`src/rtl/addsub_arbiter.sv`:
```
// Round-robin arbiter/sequencer sharing one combinational adder_sub among NUM_REQ requesters.
// One operation in flight at a time: IDLE grants, EXEC lets the datapath settle, RESP holds the result.
module addsub_arbiter #(
   parameter int NUM_REQ = 4,
   parameter int WIDTH   = 2,
   parameter int ID_W    = $clog2(NUM_REQ)
) (
   input  logic                     clk,
   input  logic                     rst_n,
   input  logic [NUM_REQ-1:0]       req_valid,
   input  logic [NUM_REQ*WIDTH-1:0] req_a,
   input  logic [NUM_REQ*WIDTH-1:0] req_b,
   input  logic [NUM_REQ-1:0]       req_op,
   output logic [NUM_REQ-1:0]       req_ready,
   output logic [WIDTH-1:0]         alu_a,
   output logic [WIDTH-1:0]         alu_b,
   output logic                     alu_add_sub,
   input  logic [WIDTH-1:0]         alu_o,
   input  logic                     alu_c,
   output logic                     rsp_valid,
   output logic [ID_W-1:0]          rsp_id,
   output logic [WIDTH-1:0]         rsp_o,
   output logic                     rsp_c,
   input  logic                     rsp_ready,
   output logic                     busy
);

   typedef enum logic [1:0] {IDLE, EXEC, RESP} state_t;

   state_t              state;
   state_t              state_next;
   logic [ID_W-1:0]     rr_ptr;
   logic [ID_W-1:0]     ptr_next;
   logic [ID_W-1:0]     grant_id;
   logic [NUM_REQ-1:0]  grant;
   logic                grant_found;
   logic                accept;
   logic [WIDTH-1:0]    sel_a;
   logic [WIDTH-1:0]    sel_b;
   logic                sel_op;

   // Search upward from rr_ptr, wrapping, for the first asserted request.
   always_comb begin : rr_search
      int idx;
      grant       = '0;
      grant_id    = '0;
      grant_found = 1'b0;
      idx         = 0;
      for (int k = 0; k < NUM_REQ; k++) begin
         idx = int'(rr_ptr) + k;
         if (idx >= NUM_REQ) idx = idx - NUM_REQ;
         if (!grant_found && req_valid[idx[ID_W-1:0]]) begin
            grant[idx[ID_W-1:0]] = 1'b1;
            grant_id             = idx[ID_W-1:0];
            grant_found          = 1'b1;
         end
      end
   end

   always_comb begin
      sel_a  = '0;
      sel_b  = '0;
      sel_op = 1'b0;
      for (int i = 0; i < NUM_REQ; i++) begin
         if (grant[i]) begin
            sel_a  = req_a[i*WIDTH +: WIDTH];
            sel_b  = req_b[i*WIDTH +: WIDTH];
            sel_op = req_op[i];
         end
      end
   end

   assign ptr_next  = (grant_id == ID_W'(NUM_REQ - 1)) ? '0 : grant_id + 1'b1;
   assign accept    = (state == IDLE) && grant_found;
   // Gated by rst_n so no grant is visible while the block is held in reset.
   assign req_ready = (state == IDLE && rst_n) ? grant : '0;
   assign busy      = (state != IDLE);

   always_ff @(posedge clk or negedge rst_n) begin
      if (!rst_n) state <= IDLE;
      else        state <= state_next;
   end

   always_comb begin
      state_next = state;
      case (state)
         IDLE:    if (accept) state_next = EXEC;
         EXEC:    state_next = RESP;
         RESP:    if (rsp_ready) state_next = IDLE;
         default: state_next = IDLE;
      endcase
   end

   always_ff @(posedge clk or negedge rst_n) begin
      if (!rst_n) begin
         rr_ptr      <= '0;
         alu_a       <= '0;
         alu_b       <= '0;
         alu_add_sub <= 1'b0;
         rsp_valid   <= 1'b0;
         rsp_id      <= '0;
         rsp_o       <= '0;
         rsp_c       <= 1'b0;
      end else begin
         case (state)
            IDLE: begin
               if (accept) begin
                  alu_a       <= sel_a;
                  alu_b       <= sel_b;
                  alu_add_sub <= sel_op;
                  rsp_id      <= grant_id;
                  rr_ptr      <= ptr_next;
               end
            end
            EXEC: begin
               rsp_o     <= alu_o;
               rsp_c     <= alu_c;
               rsp_valid <= 1'b1;
            end
            RESP: begin
               if (rsp_ready) rsp_valid <= 1'b0;
            end
            default: ;
         endcase
      end
   end

endmodule

```
`config.mk`:
```
export PLATFORM = sky130hd
export DESIGN_NAME = addsub_arbiter
export DESIGN_NICKNAME = d
export VERILOG_FILES = /design/src/rtl/addsub_arbiter.sv
export SDC_FILE = /design/constraint.sdc
export NUM_CORES = 1
export LEC_CHECK = 0
export CAP_MARGIN = 20
export CORE_MARGIN = 5
export CORE_UTILIZATION = 48
export CTS_CLUSTER_SIZE = 12
export DETAILED_ROUTE_END_ITERATION = 16
export HOLD_SLACK_MARGIN = 0.05
export PLACE_DENSITY = 0.81
export SETUP_SLACK_MARGIN = 0.05
export SYNTH_ARGS = -nofsm -noshare
export SYNTH_HDL_FRONTEND = slang
export SYNTH_SLANG_ARGS = --single-unit
```
`constraint.sdc`:
```
create_clock -name clk -period 6.4 [get_ports clk]
set_clock_uncertainty 0.1 [all_clocks]
set_input_delay 1.92 -clock clk [delete_from_list [all_inputs] [get_ports clk]]
set_output_delay 1.92 -clock clk [all_outputs]
set_load 0.02 [all_outputs]
```
==> flow_summary.toml <==
[sta]
finalCritPeriodShare_pct = 95.90
drv_slew = 0
setup_ws_ns = 0.2623
tightestPinTransition_ns = 0.6522
period_needed_ns = 6.138
maxSlewHeadroom_pct = 56.52
finalSetupViolCount = 0
fmax_mhz = 162.9
hold_viol_final = 0
tns_ns = 0
rsz0062_at_grt = "no"
whs_ns = 0.3951

[clock_network]
cts.path.max_buffers = 2
cts_resized = 2
cts_root_buf = "clkbuf_4"
htreeDepth = 1
tritoncts = "yes"
clk_pin_slew_ns = 0.09
cts_hold_buf = 0
cts_buffers = 3
clock_latency_ns = 0.28
cts_setup_buffers = 0
cts.sinks = 15

[detailed_routing]
ant_nets = 0
wl_per_cell_um = 15.90
drtIter0Drc = 159
vias_per_cell = 5.824
vias = 1625
drcViolationCount = 0
firstDrtPassIters = 4
wl_um = 4437

[global_route]
grt_pass1_wl_um = 7155
antenna_found_initial = 0
gr-max-usage-layer = "met2"
grtUsageMet3_pct = 1.498
grt_max_degree = 21
grt.overflow.total = 0
met1_usage_pct = 27.30
grt_pass1_vias = 1539
grtUsageTotal_pct = 20.47
met2_usage_pct = 34.72

[setup_path]
slowest_stage = "mux4_2"
path_delay_family = "buffers and inverters"
crit_chain = "clkdlybuf4s50_1, buf_4, mux4_2, and3b_1, or2_4, a21oi_1, nor2_1, dlygate4sd2_1"
critical_path_arrival_ns = 4.12
crit_required_ns = 4.38
worstPathMaxFanout = 7
path_class = "primary input to primary output"
max_stage_delay_ns = 0.50
start_kind = "primary input"
path_buf_inv = 3
cp-end-kind = "primary output"

[die]
start_util_pct = 50.56
rows = 20
ios = 46
die-area_um2 = 4512
die-height_um = 67.18
die_x_um = 67.18
core_area_um2 = 3103

[synthesis]
synth_nets = 217
ys_types = 46
yosysWarnings = 0
synthCells = 180
synth_edf_count = 0
synth-main-ff-cell = "dfrtp_1"
synth_common_cells = "nand2_1 (21), a21oi_1 (20), dfrtp_1 (15)"
syn_area_um2 = 1569
synth_area_leader_cell = "dfrtp_1"
async_reset_ff_share_pct = 100.0
avgSynthCellArea_um2 = 8.717
ys_seq_area_share_pct = 23.92
ys_seq_elements = 15
yosysTopAreaCellShare_pct = 23.92
synth_most_common_cell = "nand2_1"
synth_area_leaders = "dfrtp_1 (24%), a21oi_1 (6.4%), ha_1 (5.6%), o2111ai_1 (5.6%), nand2_1 (5.0%)"

[placed_design]
place_congestion = 0.8409
dp_hpwl_um = 3556
io_buffers = 45
preCtsSetupSlack_ns = 0.03008

[power_and_ir_drop]
peakVddDrop_mv = 0.2624
pwr_density_cell_nw_per_um2 = 485.7
total_leakage_power_nw = 0.9498

[hold_path]
holdCritPathClass = "register to register"

[finish]
drive_above_1_share_pct = 18.30
syn_to_final_growth_pct = 38.44
nNetsFinal = 273
n_antenna_cell = 0
postLayoutCoreUtil_pct = 70.00

[status]
outcome = "completed"

[run]
maxCapViolations = 0
## placed cells by master (no fill, tap or decap), types with 3 or more instances in the layout
master           Yosys  layout
a211oi_1             5       5
a21o_1               3       3
a21oi_1             20      20
buf_4                0      22
clkbuf_4             0       3
clkdlybuf4s50_1      0      41
dfrtp_1             15      15
ha_1                 7       7
inv_1                6       6
mux2_2               4       4
mux2i_1              4       4
mux4_2               3       3
nand2_1             21      21
nand2b_1             3       3
nand3_1              5       5
nand3b_1             3       3
nor2_1               5       5
nor2b_1              4       4
o2111ai_1           10      10
o21a_1               3       3
o21ai_0              5       5
o21ai_1              6       6
o21bai_1             6       6
## where the power goes
| group | internal (mW) | switching [mW] | leakage [nW] |
|---|---|---|---|
| clock network | 0.0241 | 0.0282 | 0.0150 |
| registers | 0.141 | 0.0563 | 0.185 |
| logic | 0.367 | 0.438 | 0.750 |
| total | 0.533 | 0.522 | 0.950 |
## per-stage QoR
| stage | cells | power (mW) | instance area, µm² |
|---|---|---|---|
| floorplan | 180 | 0.7530 | 1569 |
| global placement | 275 | 0.9676 | 2143 |
| detailed placement | 275 | 1.001 | 2143 |
| CTS | 279 | 1.056 | 2167 |
| global route | 279 | 1.141 | 2172 |
| finish | 279 | 1.055 | 2172 |
## layer usage
layer	wire, µm	part of all wire, %
met5	0	0
met4	59	1.3
met2	2286	52
met3	187	4.2
met1	1904	43
## cells by family after synthesis
family / Yosys count / synth area share (%)
adder cells (fa/ha/maj): 7 / 5.582
buffers and inverters: 23 / 7.814
AO/OA/AOI/OAI: 72 / 35.49
flip-flops: 15 / 23.92
multiplexers: 11 / 9.728
AND/OR/NAND/NOR: 52 / 17.47
## sequential cells by signal (all words and copies together) (netlist names), named ones only
signal and flops:
rsp_valid 1, rsp_c 1, alu_b 2, alu_a 2, rr_ptr 1, rsp_o 2
state 2, rsp_id 2, alu_add_sub 1
## path summary, 6_finish.rpt
kind / slack [ns] / startpoint / cells after the start / endpoint
max in group asynchronous: 4.17 / rst_n / 2 / state[0]
min reg2reg: 0.40 / rsp_id[0] / 1 / rsp_id[0]
max: 0.26 / req_valid[0] / 8 / req_ready[3]
min: 0.40 / rsp_id[0] / 1 / rsp_id[0]
min in group asynchronous: 1.85 / rst_n / 2 / state[1]
max reg2reg: 2.96 / register / 9 / alu_a[0]
## cell type report
type / count / area, µm²
clock buffer: 4 / 26.28
fill: 269 / 930.9
inverter: 7 / 26.28
multi-input combinational: 142 / 1071
sequential: 15 / 375.4
tap: 44 / 55.05
timing repair buffer: 67 / 618.1
Note: power is estimated with default switching activity, not from simulation.
